File: config.mk
export PLATFORM = sky130hd
export DESIGN_NAME = pwm_multi_core_flat
export DESIGN_NICKNAME = d
export VERILOG_FILES = /design/src/rtl/pwm_multi_core_if.sv /design/src/rtl/pwm_multi_core.sv /design/src/flat_wrapper.sv
export SDC_FILE = /design/constraint.sdc
export NUM_CORES = 1
export LEC_CHECK = 0
export CORE_MARGIN = 3
export CORE_UTILIZATION = 25
export CTS_CLUSTER_DIAMETER = 40
export DETAILED_ROUTE_END_ITERATION = 8
export SYNTH_ARGS = -nofsm -noshare
export SYNTH_HDL_FRONTEND = slang
export SYNTH_SLANG_ARGS = --single-unit
export TNS_END_PERCENT = 20
File: constraint.sdc
create_clock -name clk -period 15.1 [get_ports clk]
set_input_delay 2.265 -clock clk [delete_from_list [all_inputs] [get_ports clk]]
set_output_delay 2.265 -clock clk [all_outputs]
set_load 0.05 [all_outputs]
File: src/rtl/pwm_multi_core_if.sv
// Register-side bundle for the multi-channel PWM core: requested settings in,
// timebase status and PWM outputs back.
interface pwm_multi_core_if #(
  parameter int unsigned NUM_CH    = 4,
  parameter int unsigned CNT_WIDTH = 32
);
  logic                        enable;
  logic [CNT_WIDTH-1:0]        period_cycles_i;
  logic [NUM_CH*CNT_WIDTH-1:0] duty_cycles_i;
  logic                        center_mode_i;
  logic [NUM_CH-1:0]           polarity_i;
  logic [NUM_CH-1:0]           ch_en_i;
  logic                        update_req_i;
  logic                        update_pending_o;
  logic [CNT_WIDTH-1:0]        cnt_o;
  logic                        dir_down_o;
  logic                        period_end_o;
  logic [NUM_CH-1:0]           pwm_o;

  modport master (
    output enable, period_cycles_i, duty_cycles_i, center_mode_i, polarity_i,
           ch_en_i, update_req_i,
    input  update_pending_o, cnt_o, dir_down_o, period_end_o, pwm_o
  );

  modport slave (
    input  enable, period_cycles_i, duty_cycles_i, center_mode_i, polarity_i,
           ch_en_i, update_req_i,
    output update_pending_o, cnt_o, dir_down_o, period_end_o, pwm_o
  );
endinterface

File: src/rtl/pwm_multi_core.sv
// Multi-channel PWM core: shared edge/center-aligned timebase with double-buffered
// period, duty, mode and polarity committed atomically at period boundaries.
module pwm_multi_core #(
  parameter int unsigned NUM_CH                = 4,
  parameter int unsigned CNT_WIDTH             = 32,
  parameter int unsigned DEFAULT_PERIOD_CYCLES = 5000,
  parameter int unsigned DEFAULT_DUTY_CYCLES   = 2500
) (
  input  logic                   clk,
  input  logic                   rst_n,
  pwm_multi_core_if.slave        bus
);
  typedef enum logic {MODE_EDGE = 1'b0, MODE_CENTER = 1'b1} mode_t;

  localparam logic [CNT_WIDTH-1:0] DEF_PERIOD = CNT_WIDTH'(DEFAULT_PERIOD_CYCLES);
  localparam logic [CNT_WIDTH-1:0] DEF_DUTY   = CNT_WIDTH'(DEFAULT_DUTY_CYCLES);
  localparam logic [CNT_WIDTH-1:0] ONE        = CNT_WIDTH'(1);

  logic [CNT_WIDTH-1:0] act_period, stg_period;
  logic [CNT_WIDTH-1:0] act_duty [NUM_CH];
  logic [CNT_WIDTH-1:0] stg_duty [NUM_CH];
  mode_t                act_mode, stg_mode;
  logic [NUM_CH-1:0]    act_pol, stg_pol;
  logic                 pending;
  logic [CNT_WIDTH-1:0] cnt;
  logic                 dir_down;
  logic [NUM_CH-1:0]    pwm;

  logic                 at_top;
  logic                 period_end;
  logic                 commit;
  logic [NUM_CH-1:0]    raw;

  always_comb begin
    at_top     = (cnt == act_period - ONE);
    period_end = 1'b0;
    if (bus.enable) begin
      if (act_mode == MODE_EDGE) period_end = at_top;
      else                       period_end = dir_down && (cnt == '0);
    end
    commit = pending && (period_end || !bus.enable);
    raw = '0;
    for (int unsigned k = 0; k < NUM_CH; k++) raw[k] = (cnt < act_duty[k]);
  end

  always_ff @(posedge clk) begin
    if (!rst_n) begin
      act_period <= DEF_PERIOD;
      stg_period <= DEF_PERIOD;
      for (int unsigned k = 0; k < NUM_CH; k++) begin
        act_duty[k] <= DEF_DUTY;
        stg_duty[k] <= DEF_DUTY;
      end
      act_mode <= MODE_EDGE;
      stg_mode <= MODE_EDGE;
      act_pol  <= '0;
      stg_pol  <= '0;
      pending  <= 1'b0;
      cnt      <= '0;
      dir_down <= 1'b0;
      pwm      <= '0;
    end else begin
      if (bus.update_req_i) begin
        stg_period <= bus.period_cycles_i;
        for (int unsigned k = 0; k < NUM_CH; k++)
          stg_duty[k] <= bus.duty_cycles_i[k*CNT_WIDTH +: CNT_WIDTH];
        stg_mode <= bus.center_mode_i ? MODE_CENTER : MODE_EDGE;
        stg_pol  <= bus.polarity_i;
      end
      // Commit uses the staging contents from before any same-cycle request,
      // which then stays pending for the following boundary.
      if (commit) begin
        act_period <= (stg_period == '0) ? DEF_PERIOD : stg_period;
        for (int unsigned k = 0; k < NUM_CH; k++) act_duty[k] <= stg_duty[k];
        act_mode <= stg_mode;
        act_pol  <= stg_pol;
      end
      pending <= bus.update_req_i || (pending && !commit);

      if (!bus.enable) begin
        cnt      <= '0;
        dir_down <= 1'b0;
      end else if (act_mode == MODE_EDGE) begin
        cnt      <= at_top ? '0 : cnt + ONE;
        dir_down <= 1'b0;
      end else if (!dir_down) begin
        // Top value is held for one extra cycle while direction flips.
        if (at_top) dir_down <= 1'b1;
        else        cnt      <= cnt + ONE;
      end else begin
        if (cnt == '0) dir_down <= 1'b0;
        else           cnt      <= cnt - ONE;
      end

      for (int unsigned k = 0; k < NUM_CH; k++)
        pwm[k] <= (bus.enable && bus.ch_en_i[k]) ? (raw[k] ^ act_pol[k]) : act_pol[k];
    end
  end

  assign bus.update_pending_o = pending;
  assign bus.cnt_o            = cnt;
  assign bus.dir_down_o       = dir_down;
  assign bus.period_end_o     = period_end;
  assign bus.pwm_o            = pwm;
endmodule

File: src/flat_wrapper.sv
// flat-port wrapper written by rule: the top's interface ports become plain ports
module pwm_multi_core_flat 
#(
  parameter int unsigned NUM_CH                = 4,
  parameter int unsigned CNT_WIDTH             = 32,
  parameter int unsigned DEFAULT_PERIOD_CYCLES = 5000,
  parameter int unsigned DEFAULT_DUTY_CYCLES   = 2500
)
  (clk, rst_n, bus_enable, bus_period_cycles_i, bus_duty_cycles_i, bus_center_mode_i, bus_polarity_i, bus_ch_en_i, bus_update_req_i, bus_update_pending_o, bus_cnt_o, bus_dir_down_o, bus_period_end_o, bus_pwm_o);
  pwm_multi_core_if #(.NUM_CH(NUM_CH), .CNT_WIDTH(CNT_WIDTH)) bus_i ();
  input  logic clk;
  input  logic rst_n;
  input wire logic [$bits(bus_i.enable)-1:0] bus_enable;
  input wire logic [$bits(bus_i.period_cycles_i)-1:0] bus_period_cycles_i;
  input wire logic [$bits(bus_i.duty_cycles_i)-1:0] bus_duty_cycles_i;
  input wire logic [$bits(bus_i.center_mode_i)-1:0] bus_center_mode_i;
  input wire logic [$bits(bus_i.polarity_i)-1:0] bus_polarity_i;
  input wire logic [$bits(bus_i.ch_en_i)-1:0] bus_ch_en_i;
  input wire logic [$bits(bus_i.update_req_i)-1:0] bus_update_req_i;
  output wire logic [$bits(bus_i.update_pending_o)-1:0] bus_update_pending_o;
  output wire logic [$bits(bus_i.cnt_o)-1:0] bus_cnt_o;
  output wire logic [$bits(bus_i.dir_down_o)-1:0] bus_dir_down_o;
  output wire logic [$bits(bus_i.period_end_o)-1:0] bus_period_end_o;
  output wire logic [$bits(bus_i.pwm_o)-1:0] bus_pwm_o;
  assign bus_i.enable = bus_enable;
  assign bus_i.period_cycles_i = bus_period_cycles_i;
  assign bus_i.duty_cycles_i = bus_duty_cycles_i;
  assign bus_i.center_mode_i = bus_center_mode_i;
  assign bus_i.polarity_i = bus_polarity_i;
  assign bus_i.ch_en_i = bus_ch_en_i;
  assign bus_i.update_req_i = bus_update_req_i;
  assign bus_update_pending_o = bus_i.update_pending_o;
  assign bus_cnt_o = bus_i.cnt_o;
  assign bus_dir_down_o = bus_i.dir_down_o;
  assign bus_period_end_o = bus_i.period_end_o;
  assign bus_pwm_o = bus_i.pwm_o;
  pwm_multi_core #(.NUM_CH(NUM_CH), .CNT_WIDTH(CNT_WIDTH), .DEFAULT_PERIOD_CYCLES(DEFAULT_PERIOD_CYCLES), .DEFAULT_DUTY_CYCLES(DEFAULT_DUTY_CYCLES)) u_core (.clk(clk), .rst_n(rst_n), .bus(bus_i));
endmodule
Word-level counts from Yosys, hierarchy flattened
Memories as Yosys holds them, arrays and structs flattened.
Cells that the tools add are included.
{ "word_totals": {"n_memories": 2, "inputBits": 173, "output_inout_bits": 39, "regBits": 112, "word_cells": 81, "ram_bits": 256} }
{ "classes": {"reduce_logical": 16, "n_eq_ne": 3, "addsub": 3, "n_mux": 31, "magnitude_cmp": 4, "n_bitwise": 12} }
{ "mem_list": {"columns": ["memory", "words", "word_bits", "rd", "rd_ports_with_merged_regs", "wr", "line_no", "text"], "rows": [
  ["u_core.act_duty", 4, 32, 4, 0, 4, "pwm_multi_core.sv:20", "logic [CNT_WIDTH-1:0] act_duty [NUM_CH];"],
  ["u_core.stg_duty", 4, 32, 4, 0, 4, "pwm_multi_core.sv:21", "logic [CNT_WIDTH-1:0] stg_duty [NUM_CH];"]
]} }
{ "ops": {"columns": ["cell", "n"], "rows": [
  ["$mux 32", 14],
  ["$lt 32x32->1", 4],
  ["$logic_not 32->1", 2],
  ["$sub 32x1->32 const B", 2],
  ["$add 32x1->32 const B", 1],
  ["$eq 32x32->1", 1],
  ["$mux 1", 17],
  ["$or 1x1->1", 8],
  ["$logic_and 1x1->1", 7],
  ["$ne 3x3->1 const B", 2],
  ["$reduce_and 2->1", 2],
  ["$xor 1x1->1", 4],
  ["$reduce_and 3->1", 1],
  ["$logic_not 1->1", 2],
  ["$logic_or 1x1->1", 2]
]} }

Longest topological paths before layout
{ "depth": {"ltp_word": 10, "mapped_depth": 16, "depth_no_buf": 12} }

Worst setup path after synthesis
OpenSTA, ideal clock, no wires.
{ "synth_timing": {"kind": "reg2reg", "startpoint": "reg u_core.act_period[15]", "endpoint": "mem u_core.act_duty[0][0], enable pin", "synth_period_minus_slack_ns": 7.394, "setup_slack_ns": 7.706, "n_path_buf": 4, "stages_incl_launch_ff": 14, "setup_ns": 0.510, "t_arrival_ns": 6.884, "t_required_ns": 14.590, "path_cell_list": "dfxtp_1 buf_6 or4_4 or2_0 buf_2 or3_4 mux2_4 o31ai_1 or4bb_1 or3_1 buf_6 a31oi_4 clkbuf_2 nand2b_1"} }
{ "synth_lines": {"columns": ["element", "line_no", "text"], "rows": [
  ["from (decl)", "pwm_multi_core.sv:19", "logic [CNT_WIDTH-1:0] act_period, stg_period;"],
  ["from (signal assigned)", "pwm_multi_core.sv:73", "act_period <= (stg_period == '0) ? DEF_PERIOD : stg_period;"],
  ["to (decl)", "pwm_multi_core.sv:20", null]
]} }

Final worst setup path
{ "layout_timing": {"startpoint": "reg u_core.act_period[3]", "endpoint": "out bus_period_end_o"} }
{ "layout_via": {"elab_chain_cells": 4} }
{ "layout_lines": {"columns": ["element", "line_no", "text"], "rows": [
  ["$sub 32x1->32", "pwm_multi_core.sv:35", "at_top = (cnt == act_period - ONE);"],
  ["$eq 32x32->1", "pwm_multi_core.sv:35", null],
  ["$mux 1", "pwm_multi_core.sv:38", "if (act_mode == MODE_EDGE) period_end = at_top;"],
  ["$mux 1", "pwm_multi_core.sv:37", "if (bus.enable) begin"],
  ["to (decl)", "flat_wrapper.sv:23", "output wire logic [$bits(bus_i.period_end_o)-1:0] bus_period_end_o;"]
]} }
Every way passes these cells.

==> impl_summary.log <==
[metrics] clock latency of the later-clocked register in the worst-skew pair: 0.59 ns
[metrics] total detailed-routing wirelength: 63100 µm
[metrics] post-layout instance count excluding filler cells: 3164
[metrics] Longest Clk Path Bufs: 3
[metrics] proportion of synthesized flip-flops having asynchronous set or reset: 0%
[metrics] unrepaired setup endpoints after global routing: false
[metrics] average wire per standard cell: 20.0 µm
[metrics] switching pwr: 616 µW
[metrics] core area: 77700 µm²
[metrics] warning count from the yosys run: 0
[metrics] Power Internal: 2010 µW
[metrics] accumulated negative setup slack: 0 ns
[metrics] highest attainable clock frequency: 119 MHz
[metrics] maximum ir drop on the vdd rail: 0.0803 mV
[metrics] Relative slew margins: 9.59%
[metrics] critical hold path startpoint: u_core.act_period[24]
[metrics] Clk network pwr share: 48.6%
[metrics] I/O Buffers: 211
[metrics] adder-cell share of the synthesized area: 8.14%
[metrics] last weighted congestion value of the routability-driven placer: 0.850
[metrics] number of search-and-repair iterations in the first detailed-routing pass: 5
[metrics] Max H-tree Level: 2
[metrics] most numerous cell types in the synthesized netlist: sky130_fd_sc_hd__edfxtp_1, sky130_fd_sc_hd__and3_1, sky130_fd_sc_hd__inv_1
[metrics] Synth Area in Simple Gates: 20.8%
[metrics] global-route wire length before repair: 93900 µm
[metrics] grt total ovfl: 0
[metrics] cell with the most instances after synthesis: sky130_fd_sc_hd__edfxtp_1
[metrics] Iter 0 DRT Violations: 1058
[metrics] cells after synthesis: 1895
[metrics] Critical Path RT: 12.84 ns
[metrics] synthesized area per cell: 10.4 µm²
[metrics] Power, Total: 2630 µW
[metrics] first element of the critical path: u_core.act_period[3]
[metrics] # diodes: 0
[metrics] worst endpoint data arrival time: 6.13 ns
[metrics] setup violators final: 0
[metrics] post-placement cell count: 3068
[metrics] total of max-cap violations: 0
[metrics] number of top-level design ports: 212
[metrics] compound-cell area share of the yosys netlist: 10.5%
[metrics] pwr/cell area: 106 nW/µm²
[metrics] clock transition at the registers of the reported paths: 0.06 ns
[metrics] top area cells in the synthesized netlist: sky130_fd_sc_hd__edfxtp_1, sky130_fd_sc_hd__dfxtp_1, sky130_fd_sc_hd__ha_1, sky130_fd_sc_hd__and3_1, sky130_fd_sc_hd__inv_1
[metrics] worst min-delay path class: flop to flop
[metrics] max-slew violation count: 0
[metrics] Synth area leader: sky130_fd_sc_hd__edfxtp_1
[metrics] vertical extent of the die: 286 µm
[metrics] via count normalized by instance count: 4.81
[metrics] starting utilization of the core area: 25.3%
[metrics] number of clock sinks: 368
[metrics] XOR/XNOR Fraction of Synth Area: 2.23%
[metrics] post-synth top area share: 39.1%
[metrics] clock tree from TritonCTS: yes
[metrics] Critical Path Fanout Max: 11
[metrics] fraction of power spent switching nets: 23.4%
[metrics] sequential cell fraction of total power: 44.2%
[metrics] Slew @ Worst Pin: 1.34 ns
[metrics] dominant combinational cell family by area after synthesis: simple AND/OR/NAND/NOR gates
[metrics] Die Footprint: 82100 µm²
[metrics] Tmin final: 8.39 ns
[metrics] via count: 15223
[metrics] top_reg_cell synth: sky130_fd_sc_hd__edfxtp_1
[metrics] Clock Root Buffer: sky130_fd_sc_hd__clkbuf_16
[metrics] fill cell count: 7843
[metrics] count of cell types in the netlist: 76
[metrics] status: finished clean
[metrics] number of enable flip-flop cells after synthesis: 256
[metrics] crit end category: primary output
[metrics] initial antenna violation count: 0
[metrics] number of cell rows: 102
[metrics] count of antenna-violating nets left after detailed routing: 0
[metrics] global router's overall resource usage: 15.0%
[metrics] # DRC: 0
[metrics] Post-CTS Setup Bufs: 0
[metrics] Layout Nets: 2384
[metrics] total standard cell area after synthesis: 19700 µm²
[metrics] hold buffer count at cts: 0
[metrics] vias in the first global route: 15379
[metrics] flop and latch count out of synthesis: 368
[metrics] startpoint of the most critical register-to-register path: u_core.act_period[3]
[metrics] proportion of power drawn by combinational gates: 7.2%
[metrics] Tcrit/Tclk final: 55.6%
[metrics] Chip Width: 286 µm
[metrics] fraction of final layout cells with drive strength greater than 1: 8.15%
[metrics] path type of the worst setup path: flop to primary output
[metrics] number of cells upsized or downsized after cts: 0
[metrics] pin count of the biggest net entering global routing: 116
[metrics] share of the yosys chip area belonging to registers: 50.5%
[metrics] post-detailed-placement half-perimeter wirelength: 45000 µm
[metrics] multiplexer share of the synthesized area: 2.21%
[metrics] number of CTS-inserted buffers: 53
[metrics] Syn Nets: 2196
[metrics] worst clock skew: 0.0147 ns
[metrics] area overhead of the layout relative to synthesis: 25.9%
[metrics] crit path launch type: flop
[metrics] Static Leakage: 0.0107 µW
[metrics] final hold viol count: 0
[power by group through the flow]
stage          Sequential [µW]  Combinational [µW]  Clock [µW]
2_1_floorplan             1180                 103           0
3_3_place_gp              1180                 187           0
3_5_place_dp              1180                 190           0
4_1_cts                   1160                 191        1310
5_1_grt                   1170                 208        1350
6_report                  1160                 188        1280
[cell families after synthesis]
| group | Yosys count |
|---|---|
| DFF | 368 |
| muxes | 43 |
| and+or+nand+nor | 721 |
| adders and majority gates | 128 |
| AOI/OAI and AO/OA | 312 |
| buffers and inverters | 273 |
| xor gates and xnor gates | 50 |
[worst paths after layout]
path,slack (ns),to,cells past startpoint
worst max register to register,8.65,u_core.act_duty[3][7],11
worst min-delay path,0.50,u_core.act_period[24],2
worst max-delay path,6.71,bus_period_end_o,9
worst min register to register,0.50,u_core.act_period[24],2
[metrics by stage]
stage / util, % / hold WS, ns / setup slack [ns] / instance area, µm²
after CTS: 31.9 / 0.496 / 6.52 / 24800
after floorplan: - / 0.449 / 7.71 / 19700
after global routing: 31.9 / 0.518 / 6.32 / 24800
final: 31.9 / 0.499 / 6.71 / 24800
after detailed placement: 29.5 / 0.487 / 7.19 / 22900
after global placement: 29.5 / 0.481 / 7.30 / 22900
[cell type report]
type                    count  area, µm²  share of cell area [%]
well taps                1040       1300                    5.26
repair buffers            257       2460                    9.92
flip-flops and latches    368       9930                    40.1
clock buffers              64       1410                    5.69
inverters                 149        559                    2.26
clock inverters            32        447                    1.80
multi-input cells        1254       8660                    35.0
[state kept, by name, summed over array words and instances, names as in the netlist, 4 cells and up]
| signal | cells |
|---|---|
| u_core.act_duty | 128 |
| u_core.act_period | 32 |
| u_core.stg_period | 32 |
| u_core.stg_duty | 128 |
| u_core.bus.pwm_o | 4 |
| u_core.bus.cnt_o | 32 |
| u_core.stg_pol | 4 |
| u_core.act_pol | 4 |
[placed cells by master, fill, tap and decap left out, types with 6 or more instances in the layout]
cell and count:
sky130_fd_sc_hd__clkbuf_16 54, sky130_fd_sc_hd__ha_1 128, sky130_fd_sc_hd__a32o_1 6, sky130_fd_sc_hd__clkdlybuf4s50_1 209, sky130_fd_sc_hd__xor2_1 21, sky130_fd_sc_hd__nand2_1 95, sky130_fd_sc_hd__nand3_1 54, sky130_fd_sc_hd__nor2_1 61
sky130_fd_sc_hd__and4_1 7, sky130_fd_sc_hd__nand2b_1 29, sky130_fd_sc_hd__a41oi_1 6, sky130_fd_sc_hd__a211oi_1 13, sky130_fd_sc_hd__a21o_1 63, sky130_fd_sc_hd__nor3_1 47, sky130_fd_sc_hd__o22ai_1 7, sky130_fd_sc_hd__clkbuf_1 8
sky130_fd_sc_hd__bufinv_16 6, sky130_fd_sc_hd__xnor2_1 29, sky130_fd_sc_hd__a31oi_1 19, sky130_fd_sc_hd__mux2i_1 42, sky130_fd_sc_hd__buf_4 47, sky130_fd_sc_hd__or2_2 26, sky130_fd_sc_hd__or4_1 9, sky130_fd_sc_hd__inv_1 148
sky130_fd_sc_hd__nor3b_1 7, sky130_fd_sc_hd__a21oi_1 60, sky130_fd_sc_hd__nor2b_1 48, sky130_fd_sc_hd__and2_1 10, sky130_fd_sc_hd__o31ai_1 10, sky130_fd_sc_hd__nor4_1 29, sky130_fd_sc_hd__o21ai_0 71, sky130_fd_sc_hd__dfxtp_1 112
sky130_fd_sc_hd__or3_1 20, sky130_fd_sc_hd__edfxtp_1 256, sky130_fd_sc_hd__and3_1 221, sky130_fd_sc_hd__nand4_1 40, sky130_fd_sc_hd__inv_8 7, sky130_fd_sc_hd__o211ai_1 13
[layer usage]
metal | vias to the layer above | part of all wire, % | GRT usage (%)
met5 | - | 0 | 0
met1 | 7327 | 45 | 19.7
met2 | 460 | 46 | 24.7
li1 | 7326 | - | -
met4 | 0 | 3.4 | 5.23
met3 | 110 | 5.5 | 2.78
[worst max-delay path, stage by stage (launching register included)]
cell                              delay, ns
sky130_fd_sc_hd__dfxtp_1               0.37
sky130_fd_sc_hd__nor4_2                0.73
sky130_fd_sc_hd__nand4_1               0.60
sky130_fd_sc_hd__or3_4                 0.57
sky130_fd_sc_hd__mux2_4                0.30
sky130_fd_sc_hd__o31ai_1               0.37
sky130_fd_sc_hd__or4bb_1               0.58
sky130_fd_sc_hd__or3_1                 0.58
sky130_fd_sc_hd__a21boi_0              0.53
sky130_fd_sc_hd__clkdlybuf4s50_1       0.90
Power figures use the tool's default switching activity.
